==> config.mk <==
export PLATFORM = sky130hd
export DESIGN_NAME = muldiv_unit_flat
export DESIGN_NICKNAME = d
export VERILOG_FILES = /design/src/rtl/muldiv_unit_if.sv /design/src/rtl/muldiv_unit.sv /design/src/flat_wrapper.sv
export SDC_FILE = /design/constraint.sdc
export NUM_CORES = 1
export LEC_CHECK = 0
export ABC_CLOCK_PERIOD_IN_PS = 3950
export CAP_MARGIN = 10
export CELL_PAD_IN_SITES_DETAIL_PLACEMENT = 1
export CELL_PAD_IN_SITES_GLOBAL_PLACEMENT = 1
export CORE_MARGIN = 2
export CORE_UTILIZATION = 44
export CTS_CLUSTER_DIAMETER = 40
export DETAILED_ROUTE_END_ITERATION = 10
export GPL_TIMING_DRIVEN = 0
export PLACE_DENSITY = 0.85
export SLEW_MARGIN = 20
export SYNTH_ARGS = -nofsm -noshare
export SYNTH_HDL_FRONTEND = slang
export SYNTH_SLANG_ARGS = --single-unit
==> constraint.sdc <==
create_clock -name clk -period 3.95 [get_ports clk]
set_input_delay 0.5925 -clock clk [delete_from_list [all_inputs] [get_ports clk]]
set_output_delay 0.5925 -clock clk [all_outputs]
set_load 0.1 [all_outputs]
==> src/rtl/muldiv_unit_if.sv <==
// Handshake and result bundle between the control unit (master) and the
// iterative multiply/divide unit (slave).
interface muldiv_unit_if #(
  parameter int WIDTH = 32
);
  logic             start;
  logic [1:0]       op;
  logic [WIDTH-1:0] a;
  logic [WIDTH-1:0] b;
  logic             cancel;
  logic             busy;
  logic             done;
  logic [WIDTH-1:0] hi;
  logic [WIDTH-1:0] lo;
  logic             div_zero;

  modport master (
    output start, op, a, b, cancel,
    input  busy, done, hi, lo, div_zero
  );

  modport slave (
    input  start, op, a, b, cancel,
    output busy, done, hi, lo, div_zero
  );
endinterface

==> src/rtl/muldiv_unit.sv <==
// Iterative MULT/MULTU/DIV/DIVU unit owning the HI/LO registers.
// Multiply is radix-2 shift-add (LSB first), divide is restoring (MSB first);
// both run on sign-stripped magnitudes, and the signs are re-applied when the
// result is written. Divide-by-zero skips the iteration entirely.
module muldiv_unit #(
  parameter int WIDTH = 32
) (
  input logic         clk,
  input logic         reset,
  muldiv_unit_if.slave bus
);

  localparam int CW = $clog2(WIDTH);

  typedef enum logic [1:0] {
    S_IDLE   = 2'd0,
    S_CALC   = 2'd1,
    S_FINISH = 2'd2
  } state_e;

  state_e             r_state;
  logic [CW-1:0]      r_cnt;
  logic               r_is_div;
  logic               r_neg_res;   // product/quotient must be negated
  logic               r_neg_rem;   // remainder must be negated (dividend sign)
  logic               r_dz;        // divide-by-zero pending in FINISH
  logic [WIDTH-1:0]   r_opb;       // multiplicand, divisor, or raw dividend on /0
  // Upper WIDTH+1 bits: running product high half or partial remainder.
  // Lower WIDTH bits: remaining multiplier bits or quotient being built.
  logic [2*WIDTH:0]   r_acc;
  logic               r_busy;
  logic               r_done;
  logic               r_div_zero;
  logic [WIDTH-1:0]   r_hi;
  logic [WIDTH-1:0]   r_lo;

  logic               w_a_neg;
  logic               w_b_neg;
  logic [WIDTH-1:0]   w_a_mag;
  logic [WIDTH-1:0]   w_b_mag;
  logic               w_b_zero;
  logic [WIDTH:0]     w_mul_sum;
  logic [WIDTH:0]     w_div_shift;
  logic [WIDTH+1:0]   w_div_diff;
  logic [2*WIDTH:0]   w_acc_step;
  logic [2*WIDTH-1:0] w_prod;
  logic [WIDTH-1:0]   w_quo;
  logic [WIDTH-1:0]   w_rem;

  // Operand magnitudes, one iteration step, and the final sign fix-up.
  always_comb begin
    // NOTE: every combinational output gets a value on every path, so no latch is inferred.
    w_acc_step  = r_acc;
    w_a_neg     = bus.op[0] & bus.a[WIDTH-1];
    w_b_neg     = bus.op[0] & bus.b[WIDTH-1];
    w_a_mag     = w_a_neg ? -bus.a : bus.a;
    w_b_mag     = w_b_neg ? -bus.b : bus.b;
    w_b_zero    = (bus.b == '0);

    // Multiply: add the multiplicand when the current multiplier bit is set,
    // then shift the whole accumulator right by one.
    w_mul_sum   = {1'b0, r_acc[2*WIDTH-1:WIDTH]} + (r_acc[0] ? {1'b0, r_opb} : '0);

    // Divide: shift the next dividend bit into the remainder and trial-subtract.
    // The extra top bit of the difference is the exact borrow.
    w_div_shift = {r_acc[2*WIDTH-1:WIDTH], r_acc[WIDTH-1]};
    w_div_diff  = {1'b0, w_div_shift} - {2'b00, r_opb};

    if (!r_is_div) begin
      w_acc_step = {1'b0, w_mul_sum, r_acc[WIDTH-1:1]};
    end else if (!w_div_diff[WIDTH+1]) begin
      w_acc_step = {w_div_diff[WIDTH:0], r_acc[WIDTH-2:0], 1'b1};
    end else begin
      w_acc_step = {w_div_shift, r_acc[WIDTH-2:0], 1'b0};
    end

    w_prod = r_neg_res ? -r_acc[2*WIDTH-1:0]     : r_acc[2*WIDTH-1:0];
    w_quo  = r_neg_res ? -r_acc[WIDTH-1:0]       : r_acc[WIDTH-1:0];
    w_rem  = r_neg_rem ? -r_acc[2*WIDTH-1:WIDTH] : r_acc[2*WIDTH-1:WIDTH];
  end

  // Control FSM, iteration datapath and HI/LO result registers.
  // NOTE: all state uses non-blocking assignments so each register sees pre-edge values.
  always_ff @(posedge clk or negedge reset) begin
    if (!reset) begin
      r_state    <= S_IDLE;
      r_cnt      <= '0;
      r_is_div   <= 1'b0;
      r_neg_res  <= 1'b0;
      r_neg_rem  <= 1'b0;
      r_dz       <= 1'b0;
      r_opb      <= '0;
      r_acc      <= '0;
      r_busy     <= 1'b0;
      r_done     <= 1'b0;
      r_div_zero <= 1'b0;
      r_hi       <= '0;
      r_lo       <= '0;
    end else begin
      r_done <= 1'b0;
      case (r_state)
        S_IDLE: begin
          if (bus.start) begin
            r_busy    <= 1'b1;
            r_cnt     <= '0;
            r_is_div  <= bus.op[1];
            r_neg_res <= w_a_neg ^ w_b_neg;
            r_neg_rem <= w_a_neg;
            if (!bus.op[1]) begin
              r_acc   <= {{(WIDTH+1){1'b0}}, w_b_mag};
              r_opb   <= w_a_mag;
              r_dz    <= 1'b0;
              r_state <= S_CALC;
            end else if (w_b_zero) begin
              // Nothing to iterate: keep the raw dividend for HI.
              r_acc   <= '0;
              r_opb   <= bus.a;
              r_dz    <= 1'b1;
              r_state <= S_FINISH;
            end else begin
              r_acc   <= {{(WIDTH+1){1'b0}}, w_a_mag};
              r_opb   <= w_b_mag;
              r_dz    <= 1'b0;
              r_state <= S_CALC;
            end
          end
        end

        S_CALC: begin
          if (bus.cancel) begin
            r_busy  <= 1'b0;
            r_state <= S_IDLE;
          end else begin
            r_acc <= w_acc_step;
            r_cnt <= r_cnt + CW'(1);
            if (r_cnt == CW'(WIDTH - 1)) begin
              r_state <= S_FINISH;
            end
          end
        end

        S_FINISH: begin
          r_busy  <= 1'b0;
          r_state <= S_IDLE;
          if (!bus.cancel) begin
            r_done <= 1'b1;
            if (r_dz) begin
              r_hi       <= r_opb;
              r_lo       <= '1;
              r_div_zero <= 1'b1;
            end else if (r_is_div) begin
              r_hi       <= w_rem;
              r_lo       <= w_quo;
              r_div_zero <= 1'b0;
            end else begin
              r_hi       <= w_prod[2*WIDTH-1:WIDTH];
              r_lo       <= w_prod[WIDTH-1:0];
              r_div_zero <= 1'b0;
            end
          end
        end

        default: begin
          r_busy  <= 1'b0;
          r_state <= S_IDLE;
        end
      endcase
    end
  end

  assign bus.busy     = r_busy;
  assign bus.done     = r_done;
  assign bus.hi       = r_hi;
  assign bus.lo       = r_lo;
  assign bus.div_zero = r_div_zero;

endmodule

==> src/flat_wrapper.sv <==
// flat-port wrapper written by rule: the top's interface ports become plain ports
module muldiv_unit_flat 
#(
  parameter int WIDTH = 32
)
  (clk, reset, bus_start, bus_op, bus_a, bus_b, bus_cancel, bus_busy, bus_done, bus_hi, bus_lo, bus_div_zero);
  muldiv_unit_if #(.WIDTH(WIDTH)) bus_i ();
  input logic clk;
  input logic reset;
  input wire logic [$bits(bus_i.start)-1:0] bus_start;
  input wire logic [$bits(bus_i.op)-1:0] bus_op;
  input wire logic [$bits(bus_i.a)-1:0] bus_a;
  input wire logic [$bits(bus_i.b)-1:0] bus_b;
  input wire logic [$bits(bus_i.cancel)-1:0] bus_cancel;
  output wire logic [$bits(bus_i.busy)-1:0] bus_busy;
  output wire logic [$bits(bus_i.done)-1:0] bus_done;
  output wire logic [$bits(bus_i.hi)-1:0] bus_hi;
  output wire logic [$bits(bus_i.lo)-1:0] bus_lo;
  output wire logic [$bits(bus_i.div_zero)-1:0] bus_div_zero;
  assign bus_i.start = bus_start;
  assign bus_i.op = bus_op;
  assign bus_i.a = bus_a;
  assign bus_i.b = bus_b;
  assign bus_i.cancel = bus_cancel;
  assign bus_busy = bus_i.busy;
  assign bus_done = bus_i.done;
  assign bus_hi = bus_i.hi;
  assign bus_lo = bus_i.lo;
  assign bus_div_zero = bus_i.div_zero;
  muldiv_unit #(.WIDTH(WIDTH)) u_core (.clk(clk), .reset(reset), .bus(bus_i));
endmodule
==> results.md <==
- Most common cell after layout, fill and taps aside: nand2_1
- Worst-case clock buffer depth: 2
- Core area: 33500 um2
- Final hold viol count: 0
- CTS root buf: clkbuf_16
- Clock transition at path regs: 0.08 ns
- Peak supply drop: 0.000379 V
- Latest clock arrival within the worst-skew pair: 0.46 ns
- Min Tclk post-route: 3.83 ns
- Dpl hpwl: 51700 um
- Final nets: 2259
- DRT Pass-1 Iters: 6
- Tot GR Track Use: 0.373
- Via-to-Cell Ratio: 6.47
- Syn_area_per_cell: 7.66 um2
- Total gr overflow: 0
- Number of synthesized flops with an enable pin: 0
- Final Max Slew Viols: 0
- F_max: 0.261 GHz
- Cell Area, Synth: 15000 um2
- Clock sinks: 174
- Tightest hold margin: 0.108 ns
- Crit Path Category: flop to flop
- FF-to-FF Start: u_core.r_acc[0]$_DFFE_PN0P_
- HP Class: input port to async pin
- Cells after DPL: 2537
- Mapped Cells: 1953
- Port Buf Inserts: 135
- First-pass GRT wire length: 102000 um
- Total wire length: 67000 um
- Yosys warnings: 0
- Pwr/cell area: 640 nW/um2
- Worst-path fanout max: 10
- Layout cell share with drive strength beyond 1: 0.0498
- Routed Antenna Nets: 0
- #FFs+latches synth: 174
- CP Capture Type: flop
- Crit path DAT: 4.15 ns
- Vias in the first global route: 16800
- Main synth FF type: dfrtp_1
- Period utilisation layout: 0.969
- Proportion of netlist area held by the largest area contributor: 0.291
- Synth top area cells: dfrtp_1 (29%), a21oi_1 (6.5%), o21ai_0 (6.0%)
- Initial antenna violation count: 4
- Syn_nets: 2095
- Residual DRC count: 0
- Clk_skew: 0.0147 ns
- Die Y-Extent: 188 um
- DIE AREA: 35500 um2
- Crit start category: flop
- Total CTS buffers: 17
- Routed via count: 16700
- CP required: 4.27 ns
- Leak: 7.43 nW
- Worst-margin pin slew: 1.38 ns
- Ys async rst share: 1.00
- Endpoints failing setup: 0
- H-tree depth: 4
- Die Width: 188 um
- RePlAce Congestion: 0.980
- CTS tree: done
- R2r endpoint: u_core.bus.hi[12]$_DFFE_PN0P_
- Finished Layout Cells: 2580
- Max Cap Violations: 0
- Iter 0 DRT Violations: 1676
- Count of cell types in the netlist: 78
- Area growth syn-to-layout: 18.4%
- Most frequent cells in the layout: nand2_1 (208), nor2_1 (201), a21oi_1 (194)
- Largest net degree at the start of global routing: 95
- Register area share after synthesis: 0.291
- R2R Setup Slk: 0.12 ns
- Status: finished, final reports clean
- Fin util: 0.528
- Area leader, netlist: dfrtp_1
- Total Power: 11.3 mW
- Row Count: 67
- Ports: 137
- Wirelength per Cell: 26.0 um
- Worst rel slew slack: 0.0798
- Number of cell instances on the worst register-to-register path: 12
- Initial Util: 0.446
==> power breakdown <==
group / switching (mW) / internal (mW) / leakage, nW
clock: 0.846 / 0.924 / 0.284
sequential: 0.658 / 2.12 / 2.26
combinational: 4.30 / 2.48 / 4.88
==> worst max-delay path, cell delays in order (launching register included) <==
cell,delay (ns)
dfrtp_2,0.44
clkinvlp_4,0.25
buf_2,0.31
ha_1,0.27
nor2b_1,0.24
nand3_1,0.24
or3_1,0.56
o21ai_4,0.31
buf_2,0.33
a21oi_1,0.12
xor2_1,0.17
mux2i_1,0.29
o21ai_0,0.13
==> cell families after synthesis <==
group	Yosys count	share of synthesized area
and+or+nand+nor	656	0.201
xor gates and xnor gates	160	0.0936
DFF	174	0.291
adders and majority gates	72	0.0612
muxes	51	0.0349
AOI/OAI and AO/OA	649	0.269
buffers and inverters	191	0.0491
==> metrics by stage <==
stage / area [um2] / worst slack (ns) / TNS, ns
final: 17700 / 0.122 / 0
after global routing: 17700 / -0.000655 / -0.000655
after CTS: 17600 / 0.00131 / 0
after detailed placement: 16900 / -0.694 / -26.10
after global placement: 16900 / -5.07 / -897.82
after floorplan: 15000 / 0.783 / 0
==> cells in the mapped netlist, drive strengths merged, types with 50 or more instances <==
cell,instances
a21oi,194
clkbuf,102
dfrtp,174
ha,70
inv,72
nand2,208
nand3,63
nor2,204
nor3,50
o21ai,186
xnor2,91
xor2,69
==> final cells by class <==
type	count	area, um2
Fill cell	4157	15800
Multi-Input combinational cell	1588	9990
Sequential cell	174	4360
Timing Repair Buffer	145	1460
Tap cell	448	561
Buffer	118	472
Clock buffer	21	460
Inverter	73	278
Clock inverter	11	123
Antenna cell	2	5.00
==> flip-flops by register name, indices dropped and copies added, names as in the netlist <==
name	flops
u_core.r_acc	64
u_core.bus.hi	32
u_core.bus.lo	32
u_core.r_opb	32
u_core.r_cnt	5
u_core.r_state	2
u_core.bus.busy	1
u_core.bus.div_zero	1
u_core.bus.done	1
u_core.r_dz	1
u_core.r_is_div	1
u_core.r_neg_rem	1
u_core.r_neg_res	1
==> how the worst max path moves through the flow <==
stage | start | end | slack, ns | depth (start not counted)
floorplan | u_core.r_acc[31]$_DFFE_PN0P_ | u_core.r_acc[56]$_DFFE_PN0P_ | 0.78 | 13
global placement | reset | u_core.bus.hi[14]$_DFFE_PN0P_ | -5.07 | 1
detailed placement | bus_b[2] | u_core.r_opb[1]$_DFFE_PN0P_ | -0.69 | 11
CTS | u_core.r_acc[0]$_DFFE_PN0P_ | u_core.bus.hi[22]$_DFFE_PN0P_ | 0.001 | 12
global route | u_core.r_acc[0]$_DFFE_PN0P_ | u_core.bus.hi[12]$_DFFE_PN0P_ | -0.0007 | 12
finish | u_core.r_acc[0]$_DFFE_PN0P_ | u_core.bus.hi[12]$_DFFE_PN0P_ | 0.12 | 12
==> timing repair <==
item / in CTS / in global routing
setup buffers: 3 / 6
setup endpoints to repair: 59 / 39
pin swaps: 0 / 2
hold buffers: 0 / 0
resized for setup: 17 / 23
==> layer usage <==
metal  GRT usage  part of all wire  vias to the layer above  wire, um
li1            -                 -                     7407         -
met1       0.510              0.43                     8325     28900
met2       0.582              0.44                      783     29600
met3      0.0786             0.088                      179      5910
met4       0.138             0.037                        6      2490
met5           0           0.00040                        -        27
Power figures use the tool's default switching activity.
